===== config.mk =====
export PLATFORM = sky130hd
export DESIGN_NAME = df_i_coeff_ctrl_flat
export DESIGN_NICKNAME = d
export VERILOG_FILES = /design/src/rtl/df_i_coeff_ctrl_pkg.sv /design/src/rtl/df_i_coeff_ctrl_if.sv /design/src/rtl/df_i_coeff_ctrl_bank.sv /design/src/rtl/df_i_coeff_ctrl.sv /design/src/flat_wrapper.sv
export SDC_FILE = /design/constraint.sdc
export NUM_CORES = 1
export LEC_CHECK = 0
export CORE_MARGIN = 8
export CORE_UTILIZATION = 49
export DETAILED_ROUTE_END_ITERATION = 8
export GPL_TIMING_DRIVEN = 1
export PLACE_DENSITY = 0.84
export SLEW_MARGIN = 20
export SYNTH_ARGS = -nofsm -noshare
export SYNTH_HDL_FRONTEND = slang
export SYNTH_HIERARCHICAL = 1
export SYNTH_SLANG_ARGS = --single-unit
export TNS_END_PERCENT = 5

===== constraint.sdc =====
create_clock -name clk -period 2.3 [get_ports clk]
set_input_delay 0.46 -clock clk [delete_from_list [all_inputs] [get_ports clk]]
set_output_delay 0.46 -clock clk [all_outputs]
set_load 0.01 [all_outputs]

===== src/rtl/df_i_coeff_ctrl_pkg.sv =====
// df_pkg: definitions shared by the df_i filter and its coefficient controller.
//   state_t        - controller FSM encoding (IDLE / FLUSH / SETTLE)
//   clog2          - constant ceil(log2(v))
//   addr_width     - clog2 clamped to a minimum of 1 bit
//   DF_* defaults  - default filter order and coefficient width, shared with df_i
package df_pkg;

    typedef enum logic [1:0] {
        IDLE   = 2'd0,
        FLUSH  = 2'd1,
        SETTLE = 2'd2
    } state_t;

    localparam int DF_N_DEFAULT           = 1;
    localparam int DF_COEFF_WIDTH_DEFAULT = 4;

    function automatic int clog2(input int v);
        int r;
        r = 0;
        for (int i = 0; i < 31; i++) begin
            if ((1 << i) < v) r = i + 1;
        end
        return r;
    endfunction

    function automatic int addr_width(input int v);
        return (clog2(v) < 1) ? 1 : clog2(v);
    endfunction

endpackage


===== src/rtl/df_i_coeff_ctrl_if.sv =====
// Coefficient configuration port of df_i_coeff_ctrl.
//   cfg_valid/cfg_addr/cfg_data - coefficient write request (master -> slave)
//   cfg_commit                  - swap-and-flush pulse        (master -> slave)
//   cfg_ready                   - write/commit accepted        (slave -> master)
//   cfg_err                     - illegal address / busy access pulse (slave -> master)
interface df_i_coeff_ctrl_if #(
    parameter int ADDR_WIDTH  = 1,
    parameter int COEFF_WIDTH = 4
);
    logic                   cfg_valid;
    logic                   cfg_ready;
    logic [ADDR_WIDTH-1:0]  cfg_addr;
    logic [COEFF_WIDTH-1:0] cfg_data;
    logic                   cfg_commit;
    logic                   cfg_err;

    modport master (
        output cfg_valid, cfg_addr, cfg_data, cfg_commit,
        input  cfg_ready, cfg_err
    );

    modport slave (
        input  cfg_valid, cfg_addr, cfg_data, cfg_commit,
        output cfg_ready, cfg_err
    );
endinterface


===== src/rtl/df_i_coeff_ctrl_bank.sv =====
// df_coeff_bank: shadow and active coefficient register banks.
//   wr_en/wr_addr/wr_data - shadow write (caller guarantees wr_addr is in range)
//   swap                  - copy shadow into active; a same-cycle write is
//                           included in the copied bank
//   packed_active         - active bank, coefficient i at [i*COEFF_WIDTH +: COEFF_WIDTH]
module df_coeff_bank #(
    parameter int NUM_COEFFS  = 2,
    parameter int COEFF_WIDTH = 4,
    parameter int ADDR_WIDTH  = 1
) (
    input  logic                              clk,
    input  logic                              rst,
    input  logic                              wr_en,
    input  logic [ADDR_WIDTH-1:0]             wr_addr,
    input  logic [COEFF_WIDTH-1:0]            wr_data,
    input  logic                              swap,
    output logic [NUM_COEFFS*COEFF_WIDTH-1:0] packed_active
);

    logic [NUM_COEFFS-1:0][COEFF_WIDTH-1:0] shadow, shadow_nx, active;

    // Per-coefficient next shadow value; the swap copies shadow_nx so a write
    // landing in the commit cycle is merged into the new active bank.
    for (genvar i = 0; i < NUM_COEFFS; i++) begin : g_coef
        assign shadow_nx[i] = (wr_en && wr_addr == ADDR_WIDTH'(i)) ? wr_data : shadow[i];
    end

    always_ff @(posedge clk) begin
        if (rst) begin
            shadow <= '0;
            active <= '0;
        end else begin
            shadow <= shadow_nx;
            if (swap) active <= shadow_nx;
        end
    end

    assign packed_active = active;

endmodule


===== src/rtl/df_i_coeff_ctrl.sv =====
// df_i_coeff_ctrl: configuration controller for the df_i direct-form-I IIR filter.
//   clk, rst       - clock and synchronous active-high reset
//   cfg            - coefficient write/commit port (slave modport)
//   busy           - controller not in IDLE
//   packed_coeffs  - active coefficient bank driven to df_i
//   filt_rst_n     - active-low reset to df_i (low during FLUSH)
//   filt_out_valid - df_i output meaningful (high only in IDLE)
// A commit swaps shadow->active, holds df_i in reset for FLUSH_CYCLES, then
// masks its output for SETTLE_CYCLES while the delay line refills.
module df_i_coeff_ctrl
    import df_pkg::*;
#(
    parameter int N             = DF_N_DEFAULT,
    parameter int COEFF_WIDTH   = DF_COEFF_WIDTH_DEFAULT,
    parameter int NUM_COEFFS    = 2 * N,
    parameter int ADDR_WIDTH    = addr_width(NUM_COEFFS),
    parameter int FLUSH_CYCLES  = N + 1,
    parameter int SETTLE_CYCLES = N + 1
) (
    input  logic                              clk,
    input  logic                              rst,
    df_i_coeff_ctrl_if.slave                  cfg,
    output logic                              busy,
    output logic [NUM_COEFFS*COEFF_WIDTH-1:0] packed_coeffs,
    output logic                              filt_rst_n,
    output logic                              filt_out_valid
);

    localparam int CNT_MAX = (FLUSH_CYCLES > SETTLE_CYCLES) ? FLUSH_CYCLES : SETTLE_CYCLES;
    localparam int CNT_W   = addr_width(CNT_MAX);
    // One extra bit so the range check stays meaningful when NUM_COEFFS is a power of two.
    localparam logic [ADDR_WIDTH:0] NC_EXT = (ADDR_WIDTH + 1)'(NUM_COEFFS);

    state_t           state, state_d;
    logic [CNT_W-1:0] cnt, cnt_d;
    logic             idle, addr_ok, wr_fire, swap;
    logic             busy_d, ready_d, rst_n_d, valid_d, err_d;

    assign idle    = (state == IDLE);
    assign addr_ok = ({1'b0, cfg.cfg_addr} < NC_EXT);
    assign wr_fire = idle && cfg.cfg_valid && addr_ok;
    assign swap    = idle && cfg.cfg_commit;

    // State register plus registered outputs (outputs follow state_d so they
    // line up with the state they describe).
    always_ff @(posedge clk) begin
        if (rst) begin
            state          <= FLUSH;
            cnt            <= CNT_W'(FLUSH_CYCLES - 1);
            busy           <= 1'b1;
            cfg.cfg_ready  <= 1'b0;
            filt_rst_n     <= 1'b0;
            filt_out_valid <= 1'b0;
            cfg.cfg_err    <= 1'b0;
        end else begin
            state          <= state_d;
            cnt            <= cnt_d;
            busy           <= busy_d;
            cfg.cfg_ready  <= ready_d;
            filt_rst_n     <= rst_n_d;
            filt_out_valid <= valid_d;
            cfg.cfg_err    <= err_d;
        end
    end

    // Next-state and counter.
    always_comb begin
        state_d = state;
        cnt_d   = cnt;
        case (state)
            IDLE: begin
                if (cfg.cfg_commit) begin
                    state_d = FLUSH;
                    cnt_d   = CNT_W'(FLUSH_CYCLES - 1);
                end
            end
            FLUSH: begin
                if (cnt == '0) begin
                    if (SETTLE_CYCLES > 0) begin
                        state_d = SETTLE;
                        cnt_d   = CNT_W'(SETTLE_CYCLES - 1);
                    end else begin
                        state_d = IDLE;
                    end
                end else begin
                    cnt_d = cnt - 1'b1;
                end
            end
            SETTLE: begin
                if (cnt == '0) state_d = IDLE;
                else           cnt_d   = cnt - 1'b1;
            end
            default: begin
                state_d = FLUSH;
                cnt_d   = CNT_W'(FLUSH_CYCLES - 1);
            end
        endcase
    end

    // Output decode from the upcoming state.
    always_comb begin
        busy_d  = (state_d != IDLE);
        ready_d = (state_d == IDLE);
        rst_n_d = (state_d != FLUSH);
        valid_d = (state_d == IDLE);
        // Any access while busy is an error; in IDLE only an out-of-range write is.
        err_d   = idle ? (cfg.cfg_valid && !addr_ok) : (cfg.cfg_valid || cfg.cfg_commit);
    end

    df_coeff_bank #(
        .NUM_COEFFS  (NUM_COEFFS),
        .COEFF_WIDTH (COEFF_WIDTH),
        .ADDR_WIDTH  (ADDR_WIDTH)
    ) u_bank (
        .clk           (clk),
        .rst           (rst),
        .wr_en         (wr_fire),
        .wr_addr       (cfg.cfg_addr),
        .wr_data       (cfg.cfg_data),
        .swap          (swap),
        .packed_active (packed_coeffs)
    );

endmodule

===== src/flat_wrapper.sv =====
// flat-port wrapper written by rule: the top's interface ports become plain ports
module df_i_coeff_ctrl_flat import df_pkg::*;
#(
    parameter int N             = DF_N_DEFAULT,
    parameter int COEFF_WIDTH   = DF_COEFF_WIDTH_DEFAULT,
    parameter int NUM_COEFFS    = 2 * N,
    parameter int ADDR_WIDTH    = addr_width(NUM_COEFFS),
    parameter int FLUSH_CYCLES  = N + 1,
    parameter int SETTLE_CYCLES = N + 1
)
  (clk, rst, busy, packed_coeffs, filt_rst_n, filt_out_valid, cfg_cfg_valid, cfg_cfg_addr, cfg_cfg_data, cfg_cfg_commit, cfg_cfg_ready, cfg_cfg_err);
  df_i_coeff_ctrl_if #(.ADDR_WIDTH(ADDR_WIDTH), .COEFF_WIDTH(COEFF_WIDTH)) cfg_i ();
  input  logic clk;
  input  logic rst;
  output logic busy;
  output logic [NUM_COEFFS*COEFF_WIDTH-1:0] packed_coeffs;
  output logic filt_rst_n;
  output logic filt_out_valid;
  input wire logic [$bits(cfg_i.cfg_valid)-1:0] cfg_cfg_valid;
  input wire logic [$bits(cfg_i.cfg_addr)-1:0] cfg_cfg_addr;
  input wire logic [$bits(cfg_i.cfg_data)-1:0] cfg_cfg_data;
  input wire logic [$bits(cfg_i.cfg_commit)-1:0] cfg_cfg_commit;
  output wire logic [$bits(cfg_i.cfg_ready)-1:0] cfg_cfg_ready;
  output wire logic [$bits(cfg_i.cfg_err)-1:0] cfg_cfg_err;
  assign cfg_i.cfg_valid = cfg_cfg_valid;
  assign cfg_i.cfg_addr = cfg_cfg_addr;
  assign cfg_i.cfg_data = cfg_cfg_data;
  assign cfg_i.cfg_commit = cfg_cfg_commit;
  assign cfg_cfg_ready = cfg_i.cfg_ready;
  assign cfg_cfg_err = cfg_i.cfg_err;
  df_i_coeff_ctrl #(.N(N), .COEFF_WIDTH(COEFF_WIDTH), .NUM_COEFFS(NUM_COEFFS), .ADDR_WIDTH(ADDR_WIDTH), .FLUSH_CYCLES(FLUSH_CYCLES), .SETTLE_CYCLES(SETTLE_CYCLES)) u_core (.clk(clk), .rst(rst), .cfg(cfg_i), .busy(busy), .packed_coeffs(packed_coeffs), .filt_rst_n(filt_rst_n), .filt_out_valid(filt_out_valid));
endmodule

[After elaboration in Yosys (flattened, before gate mapping)]
Index checks and enable logic that the tools add are counted.
Word-level totals
  latch bits: 0
  bits in read-only memories: 0
  memory bits (writable): 0
  word-level logic and storage cells: 35
  output and inout port bits: 13
  register bits: 23
  memories kept: 0
Operators by class
  reduce and logical (&&, ||, !) cells: 9
  multiply operators: 0
  divide/modulo/power cells: 0
  shift-type cells: 0
  add/sub/neg operators: 1
  magnitude comparators: 0
  multiplexer cells: 10
  eq/ne operators: 4
  bitwise logic cells: 1
Operators by type and width (count)
  $mux 4: 2
  $mux 2: 3
  $pmux 2 s3: 1
  $logic_and 1x1->1: 4
  $logic_not 2->1: 2
  $mux 1: 3
  $pmux 1 s3: 1
  $eq 2x1->1 const B: 1
  $eq 2x2->1 const B: 1
  $ne 2x1->1 const B: 1
  $ne 2x2->1 const B: 1
  $reduce_bool 2->1: 1
  $reduce_or 2->1: 1
  $logic_or 1x1->1: 1
  $not 1->1: 1
  $sub 1x1->1 const B: 1

[Longest topological paths before layout]
Gate-level depths: netlist of run 1.
  word-level depth: 4
  gate-level depth with buffers: 6

[Hierarchy]
Netlist of run 1, hierarchy kept.
Modules (own cells, without submodules)
  df_coeff_bank: cells each 55, instances 1, area each 558.0 um^2, sequential area each 320.3 um^2
  df_i_coeff_ctrl: cells each 27, instances 1, area each 260.2 um^2, sequential area each 140.1 um^2

[Worst setup path after synthesis of run 1]
Ideal clock, no wire load.
  kind: flip-flop to flip-flop
  from: register u_core.state[1]
  to: register u_core.u_bank.active, in the netlist u_core/u_bank/packed_active[2]
  setup time: 0.086 ns
  slack: 1.046 ns
  arrival: 1.168 ns
  cell stages (with the launch flop): 7
  period minus slack after synthesis: 1.254 ns
  required time: 2.214 ns
  path buffers: 2
  path through: dfxtp_1 -> nor2_1 -> and2_1 -> clkbuf_2 -> buf_2 -> nor2_1 -> a211oi_1
RTL lines
  start, declared: RTL line df_i_coeff_ctrl.sv:34  | state_t state, state_d;
  start signal, assigned: RTL line df_i_coeff_ctrl.sv:56  | state <= state_d;
  $logic_not 2->1: RTL line df_i_coeff_ctrl.sv:39  | assign idle = (state == IDLE);
  $logic_and 1x1->1: RTL line df_i_coeff_ctrl.sv:42  | assign swap = idle && cfg.cfg_commit;
  via u_core.swap: RTL line df_i_coeff_ctrl.sv:36  | logic idle, addr_ok, wr_fire, swap;
  end signal, assigned: RTL line df_i_coeff_ctrl_bank.sv:34  | if (swap) active <= shadow_nx;
  end, declared: RTL line df_i_coeff_ctrl_bank.sv:20  | logic [NUM_COEFFS-1:0][COEFF_WIDTH-1:0] shadow, shadow_nx, active;
The timed path passes the listed nets, and every way through them passes these cells.
A chain may end at the register's enable or synchronous reset.

[Worst setup path in the final report of run 1]
  from: register u_core.u_bank.active, in the netlist u_core/u_bank/packed_active[6]
  to: output packed_coeffs[6]
RTL lines
  end, declared: RTL line flat_wrapper.sv:16  | output logic [NUM_COEFFS*COEFF_WIDTH-1:0] packed_coeffs;
No word-level cell between the ends.

==> results.py, run 1 <==
metrics = {
    "drt": {
        "drtIter0Drc": 12,
        "vias": 629,
        "antenna_left": 0,
        "routedWlPerCell_um": 13.4,
        "vias_per_cell": 5.33,
        "wl_mm": 1.58,
        "drc": 0,
        "drt_pass1_iterations": 4,
    },
    "global_route": {
        "antenna_found_initial": 0,
        "grt_max_degree": 17,
        "grtUsageTotal_pct": 9.63,
        "grt_pass1_wl_mm": 2.62,
        "grt_pass1_vias": 650,
        "grt_overflow": 0,
    },
    "critical_path": {
        "crit_buf_inv": 1,
        "rr_startpoint": "u_core/state[1]",
        "reg2reg_to": "u_core/u_bank/packed_active[4]",
        "path_max_fanout": 2,
        "worst_ep_arrival_time_ns": 1.20,
        "critPathLaunchType": "flip-flop",
        "regToRegSetupSlack_ns": 0.86,
        "required_ns": 1.84,
        "crit_path_end_kind": "output pin",
        "crit_path_max_incr_delay_ns": 0.54,
        "path_delay_family": "buffers and inverters",
        "crit_path_top_delay_cell": "clkdlybuf4s50_1",
        "rr_worst_depth": 5,
        "worstPathCellList": "clkdlybuf4s50_1",
        "worst-setup-path-type": "reg2out",
    },
    "die": {
        "start_util_pct": 53.1,
        "row_count": 14,
        "core-area_um2": 1540,
        "die_x_um": 56.9,
        "dieArea_um2": 3230,
        "pin_count": 22,
        "die_h_um": 56.9,
    },
    "synth": {
        "synth-seq-cells": 23,
        "ys_warn_count": 6,
        "syn_inst": 82,
        "synth_top_area_share_pct": 56.3,
        "syn_area_um2": 818,
        "syn-num-nets": 91,
        "avgSynthCellArea_um2": 9.98,
        "synth_top_cell_by_area": "dfxtp_1",
        "synth_area_leaders": "dfxtp_1 (56%), mux2i_1 (9.8%), nor2_1 (8.7%)",
        "ys_seq_area_share_pct": 56.3,
        "synth_cell_type_count": 20,
    },
    "final_layout": {
        "drive_above_1_share_pct": 5.88,
        "nets": 112,
        "final_common_cell": "dfxtp_1",
        "n_antenna_cell": 0,
        "area_growth_pct": 28.6,
        "layout_common_cells": "dfxtp_1 (23), clkdlybuf4s50_1 (21), nor2_1 (19), a211oi_1 (9), mux2i_1 (8)",
    },
    "sta": {
        "relSlewSlack_pct": 65.7,
        "finalCritPeriodShare_pct": 72.1,
        "fin_skew_ns": 0.000920,
        "fmaxAchievable_ghz": 0.603,
        "tns_ns": 0,
        "rsz0062_at_grt": "false",
        "tightest_slew_ns": 0.514,
        "setup_viol": 0,
        "hold_viol_final": 0,
        "slew_violations": 0,
        "layout_min_cycle_time_ns": 1.66,
    },
    "pwr": {
        "peakVddDrop_uv": 469,
        "power_density_nw_per_um2": 790,
        "p_leak_nw": 0.417,
        "total_power_mw": 0.831,
    },
    "clock_network": {
        "holdBufCountCts": 0,
        "cts_tree": "built",
        "cts_setup_buffers": 0,
        "cts_buffers": 3,
        "cts-resized-gates": 0,
        "path_clk_slew_ns": 0.11,
        "h-tree-depth": 1,
        "cts-root-buf": "clkbuf_4",
        "clockBufferDepth": 2,
        "clock_sinks": 23,
        "clock_latency_ns": 0.29,
    },
    "run_status": {
        "outcome": "completed",
    },
    "place": {
        "io_buffer_count": 21,
        "dpl.hpwl_mm": 1.18,
        "place_congestion": 0.717,
    },
    "hold_path": {
        "hp-class": "reg2reg",
        "hold_path_end": "u_core/u_bank/packed_active[4]",
        "min_path_cells": 2,
        "min_from": "u_core/u_bank/packed_active[4]",
    },
    "run": {
        "cap_violations": 0,
    },
}
==> Yosys cell counts <==
master / n
nor2_1: 19
nand2b_1: 1
buf_2: 2
a21o_1: 2
mux2i_1: 8
nor3_1: 1
o21ai_0: 1
a211o_1: 1
dfxtp_1: 23
a211oi_1: 9
clkbuf_2: 1
inv_2: 1
nand3b_1: 2
a21oi_1: 3
nand2_1: 1
nor4bb_1: 1
buf_4: 1
and2b_2: 1
and2_1: 2
clkbuf_1: 2
==> registers in the layout, indices dropped and copies added (netlist names) <==
| name | cells |
|---|---|
| u_core/u_bank/shadow | 8 |
| u_core/cfg.cfg_err | 1 |
| u_core/busy | 1 |
| u_core/u_bank/packed_active | 8 |
| u_core/state | 2 |
| u_core/filt_rst_n | 1 |
| u_core/cnt | 1 |
| u_core/filt_out_valid | 1 |
==> how the worst max path moves through the flow <==
stage                                         startpoint                        endpoint  slack, ns  depth (start not counted)
after floorplan                          u_core/state[1]  u_core/u_bank/packed_active[2]       1.05                          6
after global placement                    cfg_cfg_commit  u_core/u_bank/packed_active[2]       0.45                          4
after detailed placement                  cfg_cfg_commit  u_core/u_bank/packed_active[2]       0.44                          4
after CTS                 u_core/u_bank/packed_active[0]                packed_coeffs[0]       0.63                          1
after global routing                      cfg_cfg_commit  u_core/u_bank/packed_active[4]       0.58                          4
final                     u_core/u_bank/packed_active[6]                packed_coeffs[6]       0.64                          1
==> worst reg2reg max path: cells and delay by family (launching register included) <==
| family | cells | cell delay [ns] |
|---|---|---|
| AND/OR/NAND/NOR | 3 | 0.48 |
| flip-flops | 1 | 0.45 |
| multiplexers | 1 | 0.27 |
| AO/OA/AOI/OAI | 1 | 0.10 |
==> metrics by stage <==
step | util (%) | area [µm²] | hold WS (ns) | instances | setup WS, ns
4_1_cts | 68.3 | 1050 | 0.497 | 118 | 0.630
3_5_place_dp | 66.6 | 1030 | 0.481 | 114 | 0.436
6_report | 68.3 | 1050 | 0.499 | 118 | 0.643
5_1_grt | 68.3 | 1050 | 0.510 | 118 | 0.580
2_1_floorplan | - | 818 | 0.456 | 82 | 1.05
3_3_place_gp | 66.6 | 1030 | 0.474 | 114 | 0.453
==> report_power, final <==
| part | switching (mW) | internal (mW) |
|---|---|---|
| Sequential | 0.0304 | 0.442 |
| Clock | 0.105 | 0.0674 |
| Combinational | 0.0857 | 0.101 |
==> area by class of cell <==
class,count,area [µm²]
Tap cell,16,20.0
Inverter,1,3.75
Clock buffer,4,26.3
Multi-Input combinational cell,52,324
Sequential cell,23,460
Fill cell,119,489
Timing Repair Buffer,22,218
==> routing by layer <==
metal | up-vias | track usage, % | wire [µm]
met5 | - | 0 | 0
met4 | 0 | 5.03 | 16
met3 | 2 | 3.37 | 101
met2 | 21 | 15.4 | 741
met1 | 288 | 11.0 | 720
li1 | 318 | - | -
==> logic make-up after synthesis <==
group | Yosys count | share of synthesized area [%]
AOI/OAI and AO/OA | 16 | 13.6
buffers and inverters | 7 | 4.13
DFF | 23 | 56.3
muxes | 8 | 9.79
and+or+nand+nor | 28 | 16.2
Power figures use the tool's default switching activity.
==> run 2, diff against run 1 <==
- CORE_UTILIZATION: 49 -> 41
- PLACE_DENSITY: 0.84 -> 0.75
- clock period: 2.3 -> 1.4 ns (I/O delays scaled with it)
==> run 2 against run 1 <==
Worst hold slack lost 0.0093 ns. Die area grew 14%. Global-route usage grew 0.20 points. Cell count grew 14%. Utilization shrank 10 points. Non-clock buffer count grew 5. Combinational power grew 74%. Largest cell class unchanged.
==> results.py, run 2 (same netlist as run 1, synthesis figures left out) <==
metrics = {
    "final_layout": {
        "drive_above_1_share_pct": 15.0,
        "area_growth_pct": 36.1,
        "fillers": 192,
        "final_common_cell": "dfxtp_1",
        "multi_input_area_um2": 337,
        "layout_common_cells": "dfxtp_1 (22), nor2_1 (18), dlygate4sd2_1 (13)",
        "finalInstanceArea_um2": 1110,
        "seqCellArea_um2": 462,
        "nets": 117,
        "n_antenna_cell": 0,
    },
    "drt": {
        "antenna_left": 0,
        "routedWlPerCell_um": 12.6,
        "wl_mm": 1.69,
        "vias": 641,
        "drt_pass1_iterations": 2,
        "drc": 0,
        "drtIter0Drc": 4,
        "vias_per_cell": 4.78,
    },
    "clock_network": {
        "cts_tree": "built",
        "clock_sinks": 23,
        "path_clk_slew_ns": 0.11,
        "clockBufferDepth": 2,
        "clock_latency_ns": 0.30,
        "cts-root-buf": "clkbuf_4",
        "cts_buffers": 3,
        "h-tree-depth": 1,
        "cts_setup_buffers": 0,
    },
    "place": {
        "io_buffer_count": 21,
        "dpl.hpwl_mm": 1.27,
        "place_area_um2": 1090,
        "place_congestion": 0.814,
    },
    "critical_path": {
        "worst_ep_arrival_time_ns": 1.51,
        "required_ns": 1.62,
        "rr_startpoint": "u_core/state[0]",
        "crit_path_end_kind": "flip-flop",
        "reg2reg_to": "u_core/u_bank/packed_active[2]",
        "critPathLaunchType": "flip-flop",
        "rr_worst_depth": 5,
        "regToRegSetupSlack_ns": 0.10,
        "path_max_fanout": 6,
        "worst-setup-path-type": "reg2reg",
    },
    "sta": {
        "tightest_slew_ns": 0.257,
        "hold_viol_final": 0,
        "setup_viol": 0,
        "rsz0062_at_grt": "false",
        "finalCritPeriodShare_pct": 92.6,
        "fmaxAchievable_ghz": 0.771,
        "layout_min_cycle_time_ns": 1.30,
        "fin_skew_ns": 0.00446,
        "relSlewSlack_pct": 82.4,
        "slew_violations": 0,
    },
    "hold_path": {
        "hold_path_end": "u_core/u_bank/packed_active[3]",
        "hp-class": "reg2reg",
        "min_path_cells": 2,
        "min_from": "u_core/u_bank/packed_active[3]",
    },
    "run": {
        "cap_violations": 0,
    },
    "pwr": {
        "total_power_mw": 1.38,
        "peakVddDrop_uv": 661,
        "p_leak_nw": 0.497,
        "power_density_nw_per_um2": 1240,
    },
    "global_route": {
        "top_usage_layer": "met2",
        "grt_util_met1_pct": 11.2,
        "grt_pass1_wl_mm": 2.83,
        "grt.met2_usage_pct": 16.9,
        "grtUsageTotal_pct": 9.83,
        "grt_max_degree": 18,
        "grt_pass1_vias": 669,
        "grt_use_met3_pct": 2.54,
        "antenna_found_initial": 0,
        "grt_overflow": 0,
    },
    "die": {
        "die_x_um": 60.7,
        "die_h_um": 60.7,
        "start_util_pct": 42.6,
        "dieArea_um2": 3680,
        "row_count": 16,
        "pin_count": 22,
        "core-area_um2": 1920,
    },
    "run_status": {
        "outcome": "completed",
    },
}
run 2: what timing repair did:
item	in CTS	in global routing
endpoints found under the setup margin	14	10
cloned	0	0
gates resized for setup	14	4
pin swaps	0	0
hold buffers	0	0
run 2: worst max path at each step:
stage / start / end / depth (start not counted)
6_report: u_core/state[0] / u_core/u_bank/packed_active[2] / 5
5_1_grt: u_core/state[0] / u_core/u_bank/packed_active[3] / 5
4_1_cts: u_core/state[0] / u_core/u_bank/packed_active[2] / 5
3_5_place_dp: cfg_cfg_valid / u_core/u_bank/packed_active[7] / 5
3_3_place_gp: cfg_cfg_valid / u_core/u_bank/packed_active[6] / 5
2_1_floorplan: u_core/state[1] / u_core/u_bank/packed_active[2] / 6
run 2: layer usage:
layer | share of wire, % | routed length (µm) | vias up
met1 | 45 | 759 | 289
met4 | 0.47 | 8 | 0
met5 | 0 | 0 | -
met3 | 5.0 | 84 | 2
li1 | - | - | 335
met2 | 50 | 837 | 15
run 2: per-stage QoR:
step	TNS (ns)	utilization (%)	std cells	setup slack, ns	hold WS, ns
2_1_floorplan	0	-	82	0.146	0.442
5_1_grt	0	57.9	134	0.0148	0.513
6_report	0	57.9	134	0.103	0.490
4_1_cts	0	57.4	134	0.00816	0.492
3_5_place_dp	-2.17	56.7	130	-0.224	0.478
3_3_place_gp	-1.80	56.7	130	-0.175	0.472
run 2: power by group:
part	switching, mW	internal (mW)
sequential	0.0449	0.727
clock	0.175	0.111
combinational	0.159	0.166
run 2: layout make-up:
class | count | area share (%)
sequential | 23 | 41.5
multi-input combinational | 52 | 30.2
timing repair buffer | 27 | 22.6
tap | 27 | 3.03
clock buffer | 4 | 2.36
inverter | 1 | 0.337
run 2: critical path: stages (launching register included):
cell and delay (ns):
dfxtp_2 0.40, nor2_2 0.06, and2_4 0.16, and2b_2 0.21, mux2i_1 0.14, a211oi_1 0.24
==> run 3, diff against run 2 <==
- CORE_UTILIZATION: 41 -> 39
- PLACE_DENSITY: 0.75 -> 0.72
==> run 3 against run 2 <==
Wire length grew 2.2%. Die area grew 3.8%. Sequential power shrank 1%. Combinational power grew 3%. Sequential cell count is the same. Setup slack lost 0.025 ns. Power grew 1.1%. Via count grew 2.7%. Clock skew grew 0.0049 ns. Register-to-register slack lost 0.03 ns. Final area shrank 0.34%. Highest routed layer unchanged.
==> results.py, run 3 (same netlist as run 1, synthesis figures left out) <==
metrics = {
    "drt": {
        "vias": 658,
        "wl_mm": 1.73,
        "routedWlPerCell_um": 12.9,
        "drc": 0,
        "vias_per_cell": 4.91,
        "drt_pass1_iterations": 4,
        "drtIter0Drc": 7,
        "antenna_left": 0,
    },
    "final_layout": {
        "layout_common_cells": "dfxtp_1 (23), nor2_1 (19), dlygate4sd2_1 (13), a211oi_1 (9), clkdlybuf4s50_1 (8)",
        "drive_above_1_share_pct": 14.0,
        "area_growth_pct": 35.6,
        "fin_cells": 134,
        "finalInstanceArea_um2": 1110,
        "final_common_cell": "dfxtp_1",
        "n_antenna_cell": 0,
        "nets": 117,
        "utilization_pct": 56.6,
    },
    "sta": {
        "tightest_slew_ns": 0.259,
        "tns_ns": 0,
        "fmaxAchievable_ghz": 0.756,
        "final.setup.worst_slack_ns": 0.0776,
        "setup_viol": 0,
        "rsz0062_at_grt": "false",
        "finalCritPeriodShare_pct": 94.5,
        "slew_violations": 0,
        "fin_skew_ns": 0.00933,
        "holdWs_ns": 0.494,
        "relSlewSlack_pct": 82.7,
        "hold_viol_final": 0,
        "layout_min_cycle_time_ns": 1.32,
    },
    "die": {
        "pin_count": 22,
        "die_h_um": 61.8,
        "core-area_um2": 1960,
        "start_util_pct": 41.7,
        "die_x_um": 61.8,
        "row_count": 16,
        "dieArea_um2": 3820,
    },
    "clock_network": {
        "cts_buffers": 3,
        "clock_latency_ns": 0.31,
        "path_clk_slew_ns": 0.11,
        "cts_setup_buffers": 0,
        "holdBufCountCts": 0,
        "h-tree-depth": 1,
        "clock_sinks": 23,
        "cts_tree": "built",
        "cts-resized-gates": 13,
        "clockBufferDepth": 2,
        "cts-root-buf": "clkbuf_4",
    },
    "global_route": {
        "antenna_found_initial": 0,
        "grtUsageTotal_pct": 9.84,
        "grt_pass1_wl_mm": 2.73,
        "grt_pass1_vias": 647,
        "grt_overflow": 0,
        "grt_max_degree": 19,
    },
    "pwr": {
        "total_power_mw": 1.40,
        "power_density_nw_per_um2": 1260,
        "peakVddDrop_uv": 745,
        "p_leak_nw": 0.500,
    },
    "place": {
        "place_congestion": 0.721,
        "dp_slack_ns": -0.225,
        "dp.cells": 130,
        "io_buffer_count": 21,
        "dpl.hpwl_mm": 1.29,
        "place_area_um2": 1090,
    },
    "run_status": {
        "outcome": "completed",
    },
    "critical_path": {
        "crit_buf_inv": 0,
        "reg2reg_to": "u_core/u_bank/packed_active[3]",
        "cp.depth": 5,
        "path_delay_family": "simple AND/OR/NAND/NOR gates",
        "rr_worst_depth": 5,
        "path_max_fanout": 3,
        "regToRegSetupSlack_ns": 0.08,
        "crit_path_end": "u_core/u_bank/packed_active[3]",
        "required_ns": 1.60,
        "crit_path_max_incr_delay_ns": 0.33,
        "rr_startpoint": "u_core/state[1]",
        "worst_ep_arrival_time_ns": 1.52,
        "critPathLaunchType": "flip-flop",
        "worst-setup-path-type": "reg2reg",
        "worstPathCellList": "nor2_1, and2_4, and2b_2, mux2i_1, a211oi_1",
        "crit_path_top_delay_cell": "dfxtp_1",
        "crit_start": "u_core/state[1]",
        "crit_path_end_kind": "flip-flop",
    },
    "hold_path": {
        "hp-class": "reg2reg",
    },
    "run": {
        "cap_violations": 0,
    },
}
-- run 3: worst min-delay path by stage --
| stage | start | end | slack [ns] | depth (start not counted) |
|---|---|---|---|---|
| after floorplan | cfg_cfg_valid | u_core/cfg.cfg_err | 0.44 | 2 |
| after global placement | u_core/u_bank/packed_active[1] | u_core/u_bank/packed_active[1] | 0.47 | 2 |
| after detailed placement | u_core/u_bank/packed_active[3] | u_core/u_bank/packed_active[3] | 0.48 | 2 |
| after CTS | u_core/u_bank/packed_active[3] | u_core/u_bank/packed_active[3] | 0.50 | 2 |
| after global routing | u_core/u_bank/packed_active[5] | u_core/u_bank/packed_active[5] | 0.52 | 2 |
| final | u_core/u_bank/packed_active[3] | u_core/u_bank/packed_active[3] | 0.49 | 2 |
-- run 3: worst reg2reg max path, delay by kind of cell, from the launching register on --
family | cells | cell delay (ns)
flops | 1 | 0.33
simple gates | 3 | 0.54
mux | 1 | 0.25
compound gates | 1 | 0.10
-- run 3: layout make-up --
type / count / area [µm²]
tap: 27 / 33.8
clock inverter: 1 / 5.00
fill: 199 / 852
timing repair buffer: 27 / 251
sequential: 23 / 460
clock buffer: 3 / 22.5
inverter: 1 / 3.75
multi-input combinational: 52 / 333
-- run 3: metal layers --
layer  vias up  share of wire [%]  global-route usage, %
li1        331                  -                      -
met2        17                 45                   15.4
met5         -                  0                      0
met1       306                 46                   11.4
met3         4                5.6                   2.67
met4         0                2.7                   6.82
-- run 3: power breakdown --
group / switching, mW / internal, mW / total [mW]
logic: 0.163 / 0.171 / 0.334
registers: 0.0362 / 0.726 / 0.762
clock network: 0.197 / 0.107 / 0.304
total: 0.395 / 1.00 / 1.40
